File: src/rtl/change_hopper_if.sv
// Request/hopper handshake bundle between the vend FSM, the coin hopper and the change controller.
interface change_hopper_if #(
  parameter int AMT_W = 6
);
  logic             req_valid;
  logic             req_ready;
  logic [AMT_W-1:0] req_amt;
  logic             eject_nickel;
  logic             eject_dime;
  logic             hopper_ack;
  logic             done;
  logic             short;
  logic [AMT_W-1:0] remain;

  modport master (
    output req_valid, req_amt, hopper_ack,
    input  req_ready, eject_nickel, eject_dime, done, short, remain
  );

  modport slave (
    input  req_valid, req_amt, hopper_ack,
    output req_ready, eject_nickel, eject_dime, done, short, remain
  );
endinterface

File: src/rtl/change_hopper_ctrl.sv
// Coin-change hopper sequencer: pays change dimes-first, one coin per hopper ack, owns the inventory.
// Optional jam retry (one re-pulse of the stuck coin) is enabled by CHANGE_HOPPER_JAM_RETRY_EN.
module change_hopper_ctrl #(
  parameter int CNT_W       = 8,
  parameter int AMT_W       = 6,
  parameter int ACK_TIMEOUT = 16,
  parameter int GAP_CYCLES  = 2
) (
  input  logic             clk,
  input  logic             rst_n,
  input  logic             load_coins,
  input  logic [CNT_W-1:0] nickels,
  input  logic [CNT_W-1:0] dimes,
  change_hopper_if.slave   hop,
  output logic [CNT_W-1:0] nickel_cnt,
  output logic [CNT_W-1:0] dime_cnt,
  output logic             exact_only
);
  localparam int TMR_MAX = (ACK_TIMEOUT > GAP_CYCLES) ? ACK_TIMEOUT : GAP_CYCLES;
  localparam int TMR_W   = $clog2(TMR_MAX + 1);

  typedef enum logic [2:0] {IDLE, SELECT, EJECT, WAIT_ACK, GAP, FINISH} state_t;

  state_t           state, next_state;
  logic [AMT_W-1:0] remain;
  logic [TMR_W-1:0] timer;
  logic             pick_dime;
  logic             retry;
  logic             ready;
  logic             can_dime, can_nickel, ack_timeout, gap_end;
  logic             ej_nickel, ej_dime, done, short_pay;

  assign ready       = (state == IDLE) && !load_coins;
  assign can_dime    = (remain >= AMT_W'(2)) && (dime_cnt != '0);
  assign can_nickel  = (nickel_cnt != '0);
  assign ack_timeout = (timer == TMR_W'(ACK_TIMEOUT - 1));
  assign gap_end     = (timer == TMR_W'(GAP_CYCLES - 1));

  always_ff @(posedge clk or negedge rst_n) begin
    if (!rst_n) state <= IDLE;
    else        state <= next_state;
  end

  always_comb begin
    next_state = state;
    ej_nickel  = 1'b0;
    ej_dime    = 1'b0;
    done       = 1'b0;
    short_pay  = 1'b0;
    case (state)
      IDLE: begin
        if (hop.req_valid && ready)
          next_state = (hop.req_amt == '0) ? FINISH : SELECT;
      end
      SELECT:   next_state = (can_dime || can_nickel) ? EJECT : FINISH;
      EJECT: begin
        ej_dime    = pick_dime;
        ej_nickel  = !pick_dime;
        next_state = WAIT_ACK;
      end
      WAIT_ACK: begin
        if (hop.hopper_ack) begin
          next_state = GAP;
        end else if (ack_timeout) begin
`ifdef CHANGE_HOPPER_JAM_RETRY_EN
          next_state = retry ? FINISH : EJECT;
`else
          next_state = FINISH;
`endif
        end
      end
      GAP: begin
        if (gap_end) next_state = (remain == '0) ? FINISH : SELECT;
      end
      FINISH: begin
        done       = 1'b1;
        short_pay  = (remain != '0);
        next_state = IDLE;
      end
      default: next_state = IDLE;
    endcase
  end

  // Inventory, owed amount and the shared ack/gap timer; a retried coin is not decremented twice.
  always_ff @(posedge clk or negedge rst_n) begin
    if (!rst_n) begin
      nickel_cnt <= '0;
      dime_cnt   <= '0;
      remain     <= '0;
      timer      <= '0;
      pick_dime  <= 1'b0;
      retry      <= 1'b0;
    end else begin
      case (state)
        IDLE: begin
          if (load_coins) begin
            nickel_cnt <= nickels;
            dime_cnt   <= dimes;
          end else if (hop.req_valid) begin
            remain <= hop.req_amt;
          end
        end
        SELECT: begin
          pick_dime <= can_dime;
          retry     <= 1'b0;
        end
        EJECT: begin
          timer <= '0;
          if (!retry) begin
            if (pick_dime) dime_cnt   <= dime_cnt - CNT_W'(1);
            else           nickel_cnt <= nickel_cnt - CNT_W'(1);
          end
        end
        WAIT_ACK: begin
          if (hop.hopper_ack) begin
            remain <= remain - (pick_dime ? AMT_W'(2) : AMT_W'(1));
            timer  <= '0;
          end else if (ack_timeout) begin
`ifdef CHANGE_HOPPER_JAM_RETRY_EN
            retry <= 1'b1;
`endif
            timer <= '0;
          end else begin
            timer <= timer + TMR_W'(1);
          end
        end
        GAP:     timer <= timer + TMR_W'(1);
        default: ;
      endcase
    end
  end

  assign hop.req_ready    = ready;
  assign hop.eject_nickel = ej_nickel;
  assign hop.eject_dime   = ej_dime;
  assign hop.done         = done;
  assign hop.short        = short_pay;
  assign hop.remain       = remain;
  assign exact_only       = (nickel_cnt == '0) || (dime_cnt == '0);
endmodule

File: src/flat_wrapper.sv
// flat-port wrapper written by rule: the top's interface ports become plain ports
module change_hopper_ctrl_flat 
#(
  parameter int CNT_W       = 8,
  parameter int AMT_W       = 6,
  parameter int ACK_TIMEOUT = 16,
  parameter int GAP_CYCLES  = 2
)
  (clk, rst_n, load_coins, nickels, dimes, nickel_cnt, dime_cnt, exact_only, hop_req_valid, hop_req_amt, hop_hopper_ack, hop_req_ready, hop_eject_nickel, hop_eject_dime, hop_done, hop_short, hop_remain);
  change_hopper_if #(.AMT_W(AMT_W)) hop_i ();
  input  logic clk;
  input  logic rst_n;
  input  logic load_coins;
  input  logic [CNT_W-1:0] nickels;
  input  logic [CNT_W-1:0] dimes;
  output logic [CNT_W-1:0] nickel_cnt;
  output logic [CNT_W-1:0] dime_cnt;
  output logic exact_only;
  input wire logic [$bits(hop_i.req_valid)-1:0] hop_req_valid;
  input wire logic [$bits(hop_i.req_amt)-1:0] hop_req_amt;
  input wire logic [$bits(hop_i.hopper_ack)-1:0] hop_hopper_ack;
  output wire logic [$bits(hop_i.req_ready)-1:0] hop_req_ready;
  output wire logic [$bits(hop_i.eject_nickel)-1:0] hop_eject_nickel;
  output wire logic [$bits(hop_i.eject_dime)-1:0] hop_eject_dime;
  output wire logic [$bits(hop_i.done)-1:0] hop_done;
  output wire logic [$bits(hop_i.short)-1:0] hop_short;
  output wire logic [$bits(hop_i.remain)-1:0] hop_remain;
  assign hop_i.req_valid = hop_req_valid;
  assign hop_i.req_amt = hop_req_amt;
  assign hop_i.hopper_ack = hop_hopper_ack;
  assign hop_req_ready = hop_i.req_ready;
  assign hop_eject_nickel = hop_i.eject_nickel;
  assign hop_eject_dime = hop_i.eject_dime;
  assign hop_done = hop_i.done;
  assign hop_short = hop_i.short;
  assign hop_remain = hop_i.remain;
  change_hopper_ctrl #(.CNT_W(CNT_W), .AMT_W(AMT_W), .ACK_TIMEOUT(ACK_TIMEOUT), .GAP_CYCLES(GAP_CYCLES)) u_core (.clk(clk), .rst_n(rst_n), .load_coins(load_coins), .nickels(nickels), .dimes(dimes), .hop(hop_i), .nickel_cnt(nickel_cnt), .dime_cnt(dime_cnt), .exact_only(exact_only));
endmodule
File: config.mk
export PLATFORM = sky130hd
export DESIGN_NAME = change_hopper_ctrl_flat
export DESIGN_NICKNAME = d
export VERILOG_FILES = /design/src/rtl/change_hopper_if.sv /design/src/rtl/change_hopper_ctrl.sv /design/src/flat_wrapper.sv
export SDC_FILE = /design/constraint.sdc
export NUM_CORES = 1
export LEC_CHECK = 0
export CAP_MARGIN = 10
export CORE_MARGIN = 5
export CORE_UTILIZATION = 49
export DETAILED_ROUTE_END_ITERATION = 8
export PLACE_DENSITY = 0.78
export RECOVER_POWER = 100
export SLEW_MARGIN = 25
export SYNTH_ARGS = -nofsm -noshare
export SYNTH_HDL_FRONTEND = slang
export SYNTH_SLANG_ARGS = --single-unit
File: constraint.sdc
create_clock -name clk -period 2.4 [get_ports clk]
set_clock_uncertainty 0.1 [all_clocks]
set_input_delay 0.24 -clock clk [delete_from_list [all_inputs] [get_ports clk]]
set_output_delay 0.24 -clock clk [all_outputs]
set_load 0.1 [all_outputs]
==> impl_metrics.csv <==
group,metric,value,unit
status,status,"complete, no violations",
synth,syn-cell-area,2140,sq um
timing,slew_violations,0,
drt,drt_iter0_drc,115,
timing,fin_ws,0.172,ns
synth,syn-num-nets,296,
worst_setup_path,cp-startpoint,"u_core.state[1]",
clock_network,cts_sinks,31,
run,max_cap_viol_count,0,
worst_setup_path,critPathMaxFanout,14,
clock_network,cts_buffers,5,
worst_setup_path,cp.required,2.06,ns
worst_setup_path,cpPeakStageDelay,0.64,ns
placement,place_ws,0.258,ns
synth,synth_top_area_cell,"dfrtp_1",
clock_network,hold_buffers,0,
drt,viasPerCell,5.82,
synth,synth_area_per_cell,8.26,sq um
clock_network,root_buffer,"clkbuf_8",
placement,port_buffers,54,
synth,yosysMostFrequentCell,"o21ai_0",
worst_setup_path,crit_buf_inv,2,
drt,drc_errors,0,
drt,ant_nets,0,
worst_setup_path,crit_chain,"and2b_1 > nand2b_1 > buf_4 > nor2_1 > clkbuf_4",
global_routing,grt_use_total,0.196,
timing,finalSetupViolations,0,
drt,firstDrtPassIters,4,
worst_setup_path,cp_top_family,"flip-flops",
clock_network,ctsResizeCount,0,
synth,synth_seq_area_share,0.363,
worst_setup_path,slowest_stage,"dfrtp_1",
cells_and_area,post-route-util,0.626,
floorplanning,die_h,76.1,um
min_path,hold_path.class,"in2reg",
worst_setup_path,rr_endpoint,"u_core.timer[3]",
worst_setup_path,cp.depth,5,
cells_and_area,area_delta_synth_final,25.6,%
timing,min_period,2.23,ns
worst_setup_path,reg2regPathDepth,8,
synth,synthTopCellsByCount,"32 x o21ai_0, 31 x dfrtp_1, 29 x nand2_1",
worst_setup_path,crit_arrival,1.89,ns
worst_setup_path,r2r-start,"u_core.timer[0]",
cells_and_area,diodes,0,
synth,yosys_warnings,0,
cells_and_area,fin_nets,352,
synth,ys.flop_type,"dfrtp_1",
floorplanning,ioPinCount,55,
floorplanning,core,4290,sq um
cells_and_area,drive_gt1_frac,0.0949,
timing,worstMarginPinSlew,1.18,ns
floorplanning,chipWidth,76.1,um
synth,synthCells,259,
timing,tns,0,ns
clock_network,htree_levels,2,
cells_and_area,instances_no_fill,368,
worst_setup_path,cp-endpoint,"hop_eject_nickel",
global_routing,gr-total-overflow,0,
worst_setup_path,crit_type,"reg2out",
floorplanning,initial_core_util,0.498,
clock_network,cts_tree,"built",
drt,wl_per_cell,15.1,um
worst_setup_path,reg2reg_slack,0.22,ns
global_routing,grt_antenna_before_repair,0,
drt,vias,2141,
timing,slew_headroom,0.218,
global_routing,grt_pass1_wl,9670,um
floorplanning,die_area,5790,sq um
timing,hold_viol,0,
synth,ys_types,47,
synth,async_flop_share,1.00,
worst_setup_path,start_kind,"flop",
placement,dp_cells,360,
synth,synth-seq-cells,31,
placement,place_congestion,0.828,
placement,dpl.hpwl,4110,um
timing,fmax,449,MHz
timing,grt_setup_unrepaired,"false",
worst_setup_path,crit_path_end_kind,"output port",
clock_network,clk-insertion-delay-late,0.29,ns
global_routing,grt_max_degree,32,
drt,wl,5570,um
global_routing,first_global_vias,2105,
clock_network,clk_pin_slew,0.07,ns
floorplanning,num_rows,24,
clock_network,clockBufferDepth,2,
clock_network,post-cts-setup-buffers,0,
synth,yosysTopAreaCellShare,0.363,
synth,synth-edff-count,0,
synth,synth.top_cells.by_area,"dfrtp_1 36%, o21ai_0 7.5%, ha_1 5.3%",
timing,min_period_over_period,0.929,
==> registers in the layout, indices dropped and copies added (netlist names) <==
signal	flops
u_core.pick_dime	1
u_core.nickel_cnt	8
u_core.hop.remain	6
u_core.timer	5
u_core.state	3
u_core.dime_cnt	8
==> routing by layer <==
metal	vias up	routed length (um)	global-route usage
met1	1014	2520	0.255
met3	8	340	0.0508
met5	-	0	0
li1	1050	-	-
met2	69	2630	0.316
met4	0	82	0.0664
==> worst reg2reg max path, cell delays in order (launching register included) <==
cell and delay [ns]:
dfrtp_1 0.46, ha_1 0.26, nand3_1 0.11, inv_1 0.05, ha_1 0.18, or3_1 0.47, nand2_2 0.11, a41oi_2 0.11
a221oi_1 0.23
==> logic make-up after synthesis <==
kind of cell / Yosys count / share of synthesized area
compound gates: 89 / 0.264
fa+ha+maj: 10 / 0.0620
buf+inv: 28 / 0.0638
flops: 31 / 0.363
mux: 3 / 0.0140
simple gates: 98 / 0.233
==> cell usage in the layout (no fill, tap or decap), drive strengths merged, types with 9 or more instances in the layout <==
cell and n:
inv 13, ha 9, nor3 11, clkbuf 35
nor2 21, a21oi 20, nand2 30, clkdlybuf4s50 25
dfrtp 31, o21ai 33
==> area by class of cell <==
class                   count  area, sq um
clock inverters             3         15.0
repair buffers             64          475
clock buffers               5         68.8
multi-input cells         200         1230
well taps                  52         65.1
fillers                   416         1610
inverters                  13         48.8
flip-flops and latches     31          779
==> how the worst min path moves through the flow <==
stage | startpoint | endpoint | slack, ns | cells past startpoint
after global routing | nickels[0] | u_core.nickel_cnt[0] | 0.45 | 3
final | nickels[0] | u_core.nickel_cnt[0] | 0.39 | 3
after detailed placement | u_core.nickel_cnt[1] | u_core.nickel_cnt[1] | 0.43 | 2
after floorplan | rst_n | u_core.dime_cnt[0] | -0.16 | 0
after CTS | rst_n | u_core.nickel_cnt[5] | 0.27 | 2
after global placement | u_core.nickel_cnt[1] | u_core.nickel_cnt[1] | 0.41 | 2
==> stage by stage <==
step                hold WS, ns  cell area (sq um)
floorplan                -0.156               2160
global route              0.446               2690
finish                    0.393               2690
CTS                       0.270               2840
detailed placement        0.434               2760
global placement          0.407               2760
Power is not shown: default switching activity piles up to over one toggle a cycle in this logic, so the estimate is an artifact.
